--- config.mk ---
export PLATFORM = sky130hd
export DESIGN_NAME = pcileech_perst_ctl
export DESIGN_NICKNAME = d
export VERILOG_FILES = /design/src/rtl/pcileech_perst_ctl_pkg.sv /design/src/rtl/pcileech_perst_debounce.sv /design/src/rtl/pcileech_perst_ctl.sv
export SDC_FILE = /design/constraint.sdc
export NUM_CORES = 1
export LEC_CHECK = 0
export ABC_AREA = 0
export CAP_MARGIN = 30
export CORE_UTILIZATION = 50
export DETAILED_ROUTE_END_ITERATION = 6
export PLACE_DENSITY = 0.67
export SETUP_SLACK_MARGIN = 0.3
export SYNTH_ARGS = -nofsm -noshare
export SYNTH_HDL_FRONTEND = slang
export SYNTH_HIERARCHICAL = 1
export SYNTH_SLANG_ARGS = --single-unit
--- constraint.sdc ---
create_clock -name clk -period 2.45 [get_ports clk]
set_input_delay 0.49 -clock clk [delete_from_list [all_inputs] [get_ports clk]]
set_output_delay 0.49 -clock clk [all_outputs]
set_load 0.02 [all_outputs]
--- src/rtl/pcileech_perst_ctl_pkg.sv ---
// Shared types for the PCIe sideband conditioning block.
// State encoding and timing constants.
package pcileech_perst_ctl_pkg;

  typedef enum logic [2:0] {
    S_RESET,
    S_HOLD,
    S_DETECT,
    S_RUN,
    S_OFF
  } perst_state_t;

  localparam int TICKS_PER_MS = 125_000;

endpackage

--- src/rtl/pcileech_perst_debounce.sv ---
// Synchroniser plus consecutive-cycle debouncer for one async input.
// The filtered value moves only after DEBOUNCE_TICKS differing cycles.
module pcileech_perst_debounce #(
  parameter int SYNC_STAGES    = 2,
  parameter int DEBOUNCE_TICKS = 4
) (
  input  logic clk,
  input  logic rst,
  input  logic din,
  output logic dout
);

  logic [SYNC_STAGES-1:0] r_sync;
  logic                   w_sync;

  always_ff @(posedge clk) begin
    if (rst) r_sync <= '0;
    else     r_sync <= {r_sync[SYNC_STAGES-2:0], din};
  end

  assign w_sync = r_sync[SYNC_STAGES-1];

  generate
    if (DEBOUNCE_TICKS == 0) begin : g_bypass
      assign dout = w_sync;
    end else begin : g_filt
      localparam int W = $clog2(DEBOUNCE_TICKS + 1);
      logic [W-1:0] r_cnt;
      logic         r_filt;

      always_ff @(posedge clk) begin
        if (rst) begin
          r_cnt  <= '0;
          r_filt <= 1'b0;
        end else if (w_sync == r_filt) begin
          r_cnt <= '0;
        end else if (r_cnt == W'(DEBOUNCE_TICKS - 1)) begin
          r_filt <= w_sync;
          r_cnt  <= '0;
        end else begin
          r_cnt <= r_cnt + W'(1);
        end
      end

      assign dout = r_filt;
    end
  endgenerate

endmodule

--- src/rtl/pcileech_perst_ctl.sv ---
// Conditions board PERST#/presence/power_sw into a clean PERST# for
// the PCIe core, with a guaranteed minimum locally generated low time.
module pcileech_perst_ctl
  import pcileech_perst_ctl_pkg::*;
#(
  parameter int             SYNC_STAGES     = 2,
  parameter int             DEBOUNCE_TICKS  = TICKS_PER_MS,
  parameter int             CNT_W           = 40,
  parameter logic [CNT_W-1:0] PERST_MIN_TICKS = 40'd12_500_000,
  parameter bit             POWER_SW_MODE   = 1'b0,
  parameter logic [CNT_W-1:0] POWER_SW_TIME   = 40'd7_500_000_000
) (
  input  logic         clk,
  input  logic         rst,
  input  logic         pcie_perst1_n_in,
  input  logic         pcie_perst2_n_in,
  input  logic         pcie_present1_in,
  input  logic         pcie_present2_in,
  input  logic         power_sw_in,
  input  logic         sw_force_perst,
  output logic         pcie_perst_n,
  output logic         pcie_present,
  output perst_state_t state,
  output logic [15:0]  perst_event_cnt
);

  logic [4:0]       w_raw;
  logic [4:0]       w_filt;
  logic             w_host_ok;
  logic             w_pwr;
  logic             w_boot_done;
  logic             w_force_rise;
  logic             w_perst_n;
  perst_state_t     r_state;
  perst_state_t     w_next;
  logic [CNT_W-1:0] r_boot_cnt;
  logic [CNT_W-1:0] r_hold_cnt;
  logic             r_force_q;
  logic             r_perst_n;
  logic             r_present;
  logic [15:0]      r_evt_cnt;

  assign w_raw = {power_sw_in, pcie_present2_in, pcie_present1_in,
                  pcie_perst2_n_in, pcie_perst1_n_in};

  for (genvar g = 0; g < 5; g++) begin : g_deb
    pcileech_perst_debounce #(
      .SYNC_STAGES    (SYNC_STAGES),
      .DEBOUNCE_TICKS (DEBOUNCE_TICKS)
    ) u_deb (
      .clk  (clk),
      .rst  (rst),
      .din  (w_raw[g]),
      .dout (w_filt[g])
    );
  end

  assign w_host_ok    = w_filt[0] & w_filt[1];
  assign w_pwr        = w_filt[4];
  assign w_boot_done  = (r_boot_cnt == POWER_SW_TIME);
  assign w_force_rise = sw_force_perst & ~r_force_q;

  // State register plus the registered outputs and counters
  always_ff @(posedge clk) begin
    if (rst) begin
      r_state    <= S_RESET;
      r_boot_cnt <= '0;
      r_hold_cnt <= '0;
      r_force_q  <= 1'b0;
      r_perst_n  <= 1'b0;
      r_present  <= 1'b0;
      r_evt_cnt  <= '0;
    end else begin
      r_state   <= w_next;
      r_force_q <= sw_force_perst;
      r_perst_n <= w_perst_n;
      r_present <= w_filt[2] & w_filt[3];
      if (!w_boot_done)
        r_boot_cnt <= r_boot_cnt + CNT_W'(1);
      if (r_state != S_HOLD)
        r_hold_cnt <= '0;
      else
        r_hold_cnt <= r_hold_cnt + CNT_W'(1);
      if (r_perst_n && !w_perst_n && r_evt_cnt != 16'hFFFF)
        r_evt_cnt <= r_evt_cnt + 16'd1;
    end
  end

  always_comb begin
    w_next = r_state;
    unique case (r_state)
      S_RESET:  w_next = S_HOLD;
      S_HOLD:
        if (r_hold_cnt == PERST_MIN_TICKS - CNT_W'(1))
          w_next = (POWER_SW_MODE && !w_boot_done) ? S_DETECT : S_RUN;
      S_DETECT:
        if (w_boot_done)
          w_next = w_pwr ? S_RUN : S_OFF;
      // Losing Thunderbolt outranks a simultaneous force request
      S_RUN:
        if (POWER_SW_MODE && !w_pwr) w_next = S_OFF;
        else if (w_force_rise)       w_next = S_HOLD;
      S_OFF:
        if (w_pwr) w_next = S_HOLD;
      default:  w_next = S_RESET;
    endcase
  end

  always_comb begin
    w_perst_n = 1'b0;
    unique case (r_state)
      S_DETECT, S_RUN: w_perst_n = w_host_ok;
      default:         w_perst_n = 1'b0;
    endcase
  end

  assign pcie_perst_n    = r_perst_n;
  assign pcie_present    = r_present;
  assign state           = r_state;
  assign perst_event_cnt = r_evt_cnt;

endmodule

==> flow_summary.toml, run 1 <==
[logic_synthesis]
synthTopCellsByArea = "dfxtp_1 (44%), xnor2_1 (8.6%), nor2_1 (8.1%)"
synthesis.nets = 1053
synth-seq-area-share_pct = 43.98
ys_warn_count = 6
synth_area_leader_cell = "dfxtp_1"
synthCells = 1031
synth_top_area_share_pct = 43.98
synthDistinctLibCells = 54
synth_edf_count = 0
netlist_area_um2 = 9194
postSynthAreaPerCell_um2 = 8.917
synth_flop_cell = "dfxtp_1"
ys_seq_elements = 202
synthArstFlopShare_pct = 0

[place]
gp_congestion = 0.8117
io_buffers = 28
preCtsSetupSlack_ps = 394.0
place_hpwl_um = 12000

[finish]
mostFrequentLayoutCells = "dfxtp_1 (201), nor2_1 (199), xnor2_1 (90)"
drive_gt1_share_pct = 7.897
nets = 1095
layout_commonest_cell = "dfxtp_1"
syn2layout_area_growth_pct = 13.54
antenna_cells = 0

[worst_setup_path]
critical-path-top-delay-family = "buffers and inverters"
critical_path_required_ps = 1960
cp-end-kind = "output port"
crit_path_end = "perst_event_cnt[6]"
start_kind = "register"
r2r_slack_ps = 470
max_stage_delay_ps = 640
crit_chain = "clkdlybuf4s50_1"
r2r-end = "state[1]$_SDFFE_PP0P_"
path_max_fanout = 6
critPathBufInv = 1
cpMaxStageDelayCell = "clkdlybuf4s50_1"
critical_path_depth = 1
crit_start = "perst_event_cnt[6]$_SDFFE_PP0P_"
criticalPathCategory = "reg2out"
r2r_start = "r_boot_cnt[0]$_SDFFE_PP0P_"
reg2reg_depth = 8
arrival_ps = 1570

[floorplanning]
start_util_pct = 51.18
row_count = 49
fp.dieW_um = 137.6
dieArea_um2 = 18930
io_pins = 29
die_h_um = 137.6
core_area_um2 = 17960

[drt]
wl_per_cell_um = 13.43
drc = 0
vias = 7068
ant_nets = 0
wl_um = 17700
viasPerCell = 5.363
drt_iter0_drc = 341
drtPass1Iterations = 4

[grt]
grt_max_degree = 84
grt_pass1_wl_um = 30190
antenna_found_initial = 0
grt_remaining_overflow = 0
grt_pass1_vias = 6636
grt_usage_pct = 19.27

[timing]
clock.fmax_mhz = 486.0
fin_crit_sh_pct = 83.98
rsz0062_at_grt = "true"
skew_ps = 15.49
worst_pin_slew_ps = 529.3
setup_viol_count_final = 0
timing.slew.headroom_pct = 63.80
finalMaxSlewViolations = 0
fin_tns_setup_ps = 0
fin_ws_ps = 392.4
finalHoldViolCount = 0
timing.hold.ws_ps = 437.5
layout_min_cycle_time_ps = 2058

[clock_tree]
cts_buffers = 22
clockBufferDepth = 3
cts.sinks = 202
postCtsHoldBufs = 0
cts.reportedPaths.clkPinSlew_ps = 60
worstSkewPairLatency_ps = 500
root_buffer = "clkbuf_16"
cts_tree = "yes"
htree_levels = 1

[min_path]
hold_class = "reg2reg"

[run]
max_cap_viol_count = 0

[power_and_ir_drop]
ir_drop_v = 0.0005881
power_density_nw_per_um2 = 623.3
p_leak_nw = 3.364

[run_status]
outcome = "finished, final reports clean"
[power breakdown]
part	switching, W	internal [W]	leakage (nW)
clock network	0.00130	0.00178	0.332
registers	0.0000157	0.00330	1.63
logic	0.0000658	0.0000374	1.40
total	0.00138	0.00512	3.36
[cell usage after synthesis, drive strengths merged, types with 6 or more instances]
cell type	instances
a211oi	6
a21oi	14
and2	6
and3	26
and4	9
buf	9
clkbuf	16
dfxtp	202
ha	14
inv	28
mux2i	9
nand2	55
nand3	69
nand4	52
nor2	199
nor2b	13
nor3	25
nor4	44
o211ai	6
o21ai	14
or3	13
or4	10
or4b	10
xnor2	90
xor2	62
[per-layer routing]
| metal | share of wire (%) | up-vias | track usage, % |
|---|---|---|---|
| li1 | - | 3688 | - |
| met1 | 50 | 3285 | 25.40 |
| met2 | 45 | 63 | 31.94 |
| met3 | 2.9 | 32 | 3.532 |
| met4 | 2.2 | 0 | 5.556 |
| met5 | 0 | - | 0 |
[layout make-up]
cell class              count  area, um2
clock buffers              30      621.8
clock inverters            10      57.56
fillers                  1621       7525
inverters                  28      105.1
multi-input cells         776       4925
flip-flops and latches    202       4045
well taps                 229      286.5
repair buffers             43      397.9
[cell families after synthesis]
| kind of cell | synth area share [%] |
|---|---|
| multiplexers | 0.9799 |
| AO/OA/AOI/OAI | 3.688 |
| adder cells (fa/ha/maj) | 1.905 |
| flip-flops | 43.98 |
| AND/OR/NAND/NOR | 32.39 |
| buffers and inverters | 2.572 |
| XOR/XNOR | 14.48 |
[state kept, by name, summed over array words and instances (netlist names), 3 cells and up]
register	count
state	3
perst_event_cnt	16
g_deb.u_deb/g_filt.r_cnt	85
g_deb.u_deb/dout	5
r_hold_cnt	40
r_boot_cnt	40
g_deb.u_deb/r_sync	10
[through the flow]
stage / power, W / util [%] / instance area [um2] / std cells
after floorplan: 0.003456 / - / 9194 / 1031
after detailed placement: 0.003496 / 54.15 / 9727 / 1275
after global placement: 0.003494 / 54.15 / 9727 / 1275
after CTS: 0.006592 / 57.92 / 10410 / 1315
final: 0.006506 / 58.11 / 10440 / 1318
after global routing: 0.006742 / 58.11 / 10440 / 1318
[repair_timing]
action,CTS,global route
setup buffers,0,3
setup endpoints to repair,3,4
pin swaps,0,1
gates resized for setup,3,2
[how the worst min path moves through the flow]
stage	end	slack (ps)	depth (start not counted)	from
floorplan	g_deb[0].u_deb/r_sync[1]$_SDFF_PP0_	410	1	g_deb[0].u_deb/r_sync[0]$_SDFF_PP0_
global placement	g_deb[0].u_deb/r_sync[1]$_SDFF_PP0_	420	1	g_deb[0].u_deb/r_sync[0]$_SDFF_PP0_
detailed placement	g_deb[0].u_deb/r_sync[1]$_SDFF_PP0_	430	1	g_deb[0].u_deb/r_sync[0]$_SDFF_PP0_
CTS	r_hold_cnt[1]$_SDFF_PP0_	440	3	rst
global route	r_hold_cnt[1]$_SDFF_PP0_	450	3	rst
finish	g_deb[0].u_deb/r_sync[1]$_SDFF_PP0_	440	1	g_deb[0].u_deb/r_sync[0]$_SDFF_PP0_
No activity file was read; power rests on OpenSTA's default activity.
==> run 2: changes to the inputs <==
==> constraint.sdc (replaced) <==
create_clock -name clk -period 1.9 [get_ports clk]
set_input_delay 0.38 -clock clk [delete_from_list [all_inputs] [get_ports clk]]
set_output_delay 0.38 -clock clk [all_outputs]
set_load 0.02 [all_outputs]
==> run 2 against run 1 <==
  * Routed wire length increased by 22%
  * Global-route usage increased by 1.9 points
  * Clock power increased by 32%
  * Critical path depth increased by 6
  * Sequential share of layout area decreased by 5.7 points
  * Worst setup slack got worse by 380 ps
  * Cell area increased by 21%
  * Sequential power increased by 28%
  * Clock skew decreased by 8.4 ps
  * Clock-buffer cell count increased by 1
  * Non-clock buffer count increased by 119
  * Register-to-register slack got worse by 460 ps
==> flow_summary.toml, run 2 (synthesized netlist as in run 1, its figures left out) <==
[drt]
vias = 7880
drc = 0
wl_per_cell_um = 14.91
drtPass1Iterations = 4
drt_iter0_drc = 322
viasPerCell = 5.461
ant_nets = 0
wl_um = 21510

[finish]
fin_util_pct = 70.27
top_regs = "g_deb.u_deb/g_filt.r_cnt: 85 flops, r_boot_cnt: 40 flops, r_hold_cnt: 40 flops"
nets = 1220
antenna_cells = 0
layoutNonFillerInstCount = 1443
largest_register_ff_count = 85
layout_commonest_cell = "nor2_1"
syn2layout_area_growth_pct = 37.30
n_fill_cell = 1346
top_register = "g_deb.u_deb/g_filt.r_cnt"
fin_area_um2 = 12620
drive_gt1_share_pct = 37.31
mostFrequentLayoutCells = "nor2_1 (132), dfxtp_1 (122), buf_4 (112)"

[timing]
skew_ps = 7.105
rsz0062_at_grt = "true"
layout_min_cycle_time_ps = 1886
finalHoldViolCount = 0
timing.slew.headroom_pct = 49.12
fin_crit_sh_pct = 99.25
clock.fmax_mhz = 530.3
finalMaxSlewViolations = 0
fin_tns_setup_ps = 0
setup_viol_count_final = 0
worst_pin_slew_ps = 760.5

[worst_setup_path]
criticalPathCategory = "reg2reg"
cpMaxStageDelayCell = "nor4_1"
cp-end-kind = "register"
r2r-end = "r_boot_cnt[1]$_SDFFE_PP0P_"
r2r_slack_ps = 10
path_max_fanout = 5
reg2reg_depth = 7
critical_path_required_ps = 2280
start_kind = "register"
crit_chain = "nor4_1 > nand4_1 > nor4_4 > buf_4 > buf_6 > mux2i_1 > nor2_1"
max_stage_delay_ps = 400
r2r_start = "r_boot_cnt[22]$_SDFFE_PP0P_"
critPathBufInv = 2
arrival_ps = 2260
critical-path-top-delay-family = "simple AND/OR/NAND/NOR gates"

[grt]
met1_usage_pct = 27.32
grt_pass1_vias = 7092
grt_usage_pct = 21.21
antenna_found_initial = 0
grt_remaining_overflow = 0
met3_usage_pct = 3.900
met2_usage_pct = 35.90
grt_pass1_wl_um = 32960
grt-busiest-layer = "met2"
grt_max_degree = 84

[place]
place_area_um2 = 10270
place_hpwl_um = 12590
place_inst = 1330
io_buffers = 28
gp_congestion = 0.8124

[floorplanning]
start_util_pct = 51.18
row_count = 49
dieArea_um2 = 18930
core_area_um2 = 17960
io_pins = 29
fp.dieW_um = 137.6
die_h_um = 137.6

[clock_tree]
postCtsHoldBufs = 0
cts.reportedPaths.clkPinSlew_ps = 60
cts_tree = "yes"
clockBufferDepth = 3
worstSkewPairLatency_ps = 500
cts_buffers = 23
htree_levels = 1
cts.sinks = 202
root_buffer = "clkbuf_16"

[power_and_ir_drop]
ir_drop_v = 0.0009509
power_density_nw_per_um2 = 679.7
p_leak_nw = 4.292

[min_path]
hold_path_depth = 3
holdPathEnd = "g_deb[2].u_deb/dout$_SDFFE_PP0P_"
hold_start = "rst"
hold_class = "in2reg"

[run_status]
outcome = "finished, final reports clean"

[run]
max_cap_viol_count = 0
run 2: cell count changes in the layout (fill, tap and decap cells not counted), sizes merged:
cell	change
clkdlybuf4s15	+12
nand2	+5
clkinv	+2
clkinvlp	-3
clkdlybuf4s50	-19
inv	+1
buf	+122
clkbuf	+5
run 2: repair_timing:
| action | in CTS | in global routing |
|---|---|---|
| cloned | 5 | 1 |
| pin swaps | 66 | 76 |
| gates resized for setup | 156 | 214 |
| endpoints found under the setup margin | 169 | 181 |
| buffers inserted | 35 | 31 |
run 2: through the flow:
step,total power (W),worst slack [ps],hold WS (ps)
floorplan,0.004465,124.4,413.8
global placement,0.004527,26.40,415.7
detailed placement,0.004530,16.89,420.4
CTS,0.008667,75.12,423.0
global route,0.008882,-80.79,441.8
finish,0.008580,14.18,423.7
run 2: area by class of cell:
| type | count | area (um2) | area share (%) |
|---|---|---|---|
| Multi-Input combinational cell | 781 | 6001 | 47.54 |
| Inverter | 28 | 107.6 | 0.8524 |
| Clock buffer | 31 | 645.6 | 5.114 |
| Sequential cell | 202 | 4174 | 33.07 |
| Clock inverter | 10 | 56.30 | 0.4460 |
| Timing Repair Buffer | 162 | 1353 | 10.71 |
| Tap cell | 229 | 286.5 | 2.270 |
run 2: worst register-to-register path, cell delays in order, from the launching register on:
cell     delay, ps
dfxtp_2        350
nor4_1         400
nand4_1        210
nor4_4         240
buf_4          180
buf_6          110
mux2i_1        220
nor2_1          60
run 2: worst max path at each step:
stage | depth (start not counted) | slack, ps | from | end
floorplan | 5 | 120 | g_deb[0].u_deb/g_filt.r_cnt[9]$_SDFF_PP0_ | g_deb[0].u_deb/g_filt.r_cnt[9]$_SDFF_PP0_
global placement | 6 | 30 | r_boot_cnt[39]$_SDFFE_PP0P_ | r_boot_cnt[1]$_SDFFE_PP0P_
detailed placement | 7 | 20 | r_boot_cnt[0]$_SDFFE_PP0P_ | state[2]$_SDFFE_PP0P_
CTS | 4 | 80 | g_deb[4].u_deb/g_filt.r_cnt[4]$_SDFF_PP0_ | g_deb[4].u_deb/dout$_SDFFE_PP0P_
global route | 6 | -80 | r_boot_cnt[22]$_SDFFE_PP0P_ | state[2]$_SDFFE_PP0P_
finish | 7 | 10 | r_boot_cnt[22]$_SDFFE_PP0P_ | r_boot_cnt[1]$_SDFFE_PP0P_
run 2: metal layers:
| layer | wire length [um] | up-vias | part of all wire [%] |
|---|---|---|---|
| met1 | 9603 | 3783 | 45 |
| met3 | 766 | 35 | 3.6 |
| met4 | 412 | 0 | 1.9 |
| met5 | 0 | - | 0 |
| met2 | 10730 | 106 | 50 |
| li1 | - | 3956 | - |
run 2: where the power goes:
part	internal, W	leakage [nW]	switching [W]
combinational	0.0000944	2.26	0.000134
clock	0.00239	0.358	0.00170
sequential	0.00424	1.67	0.0000200
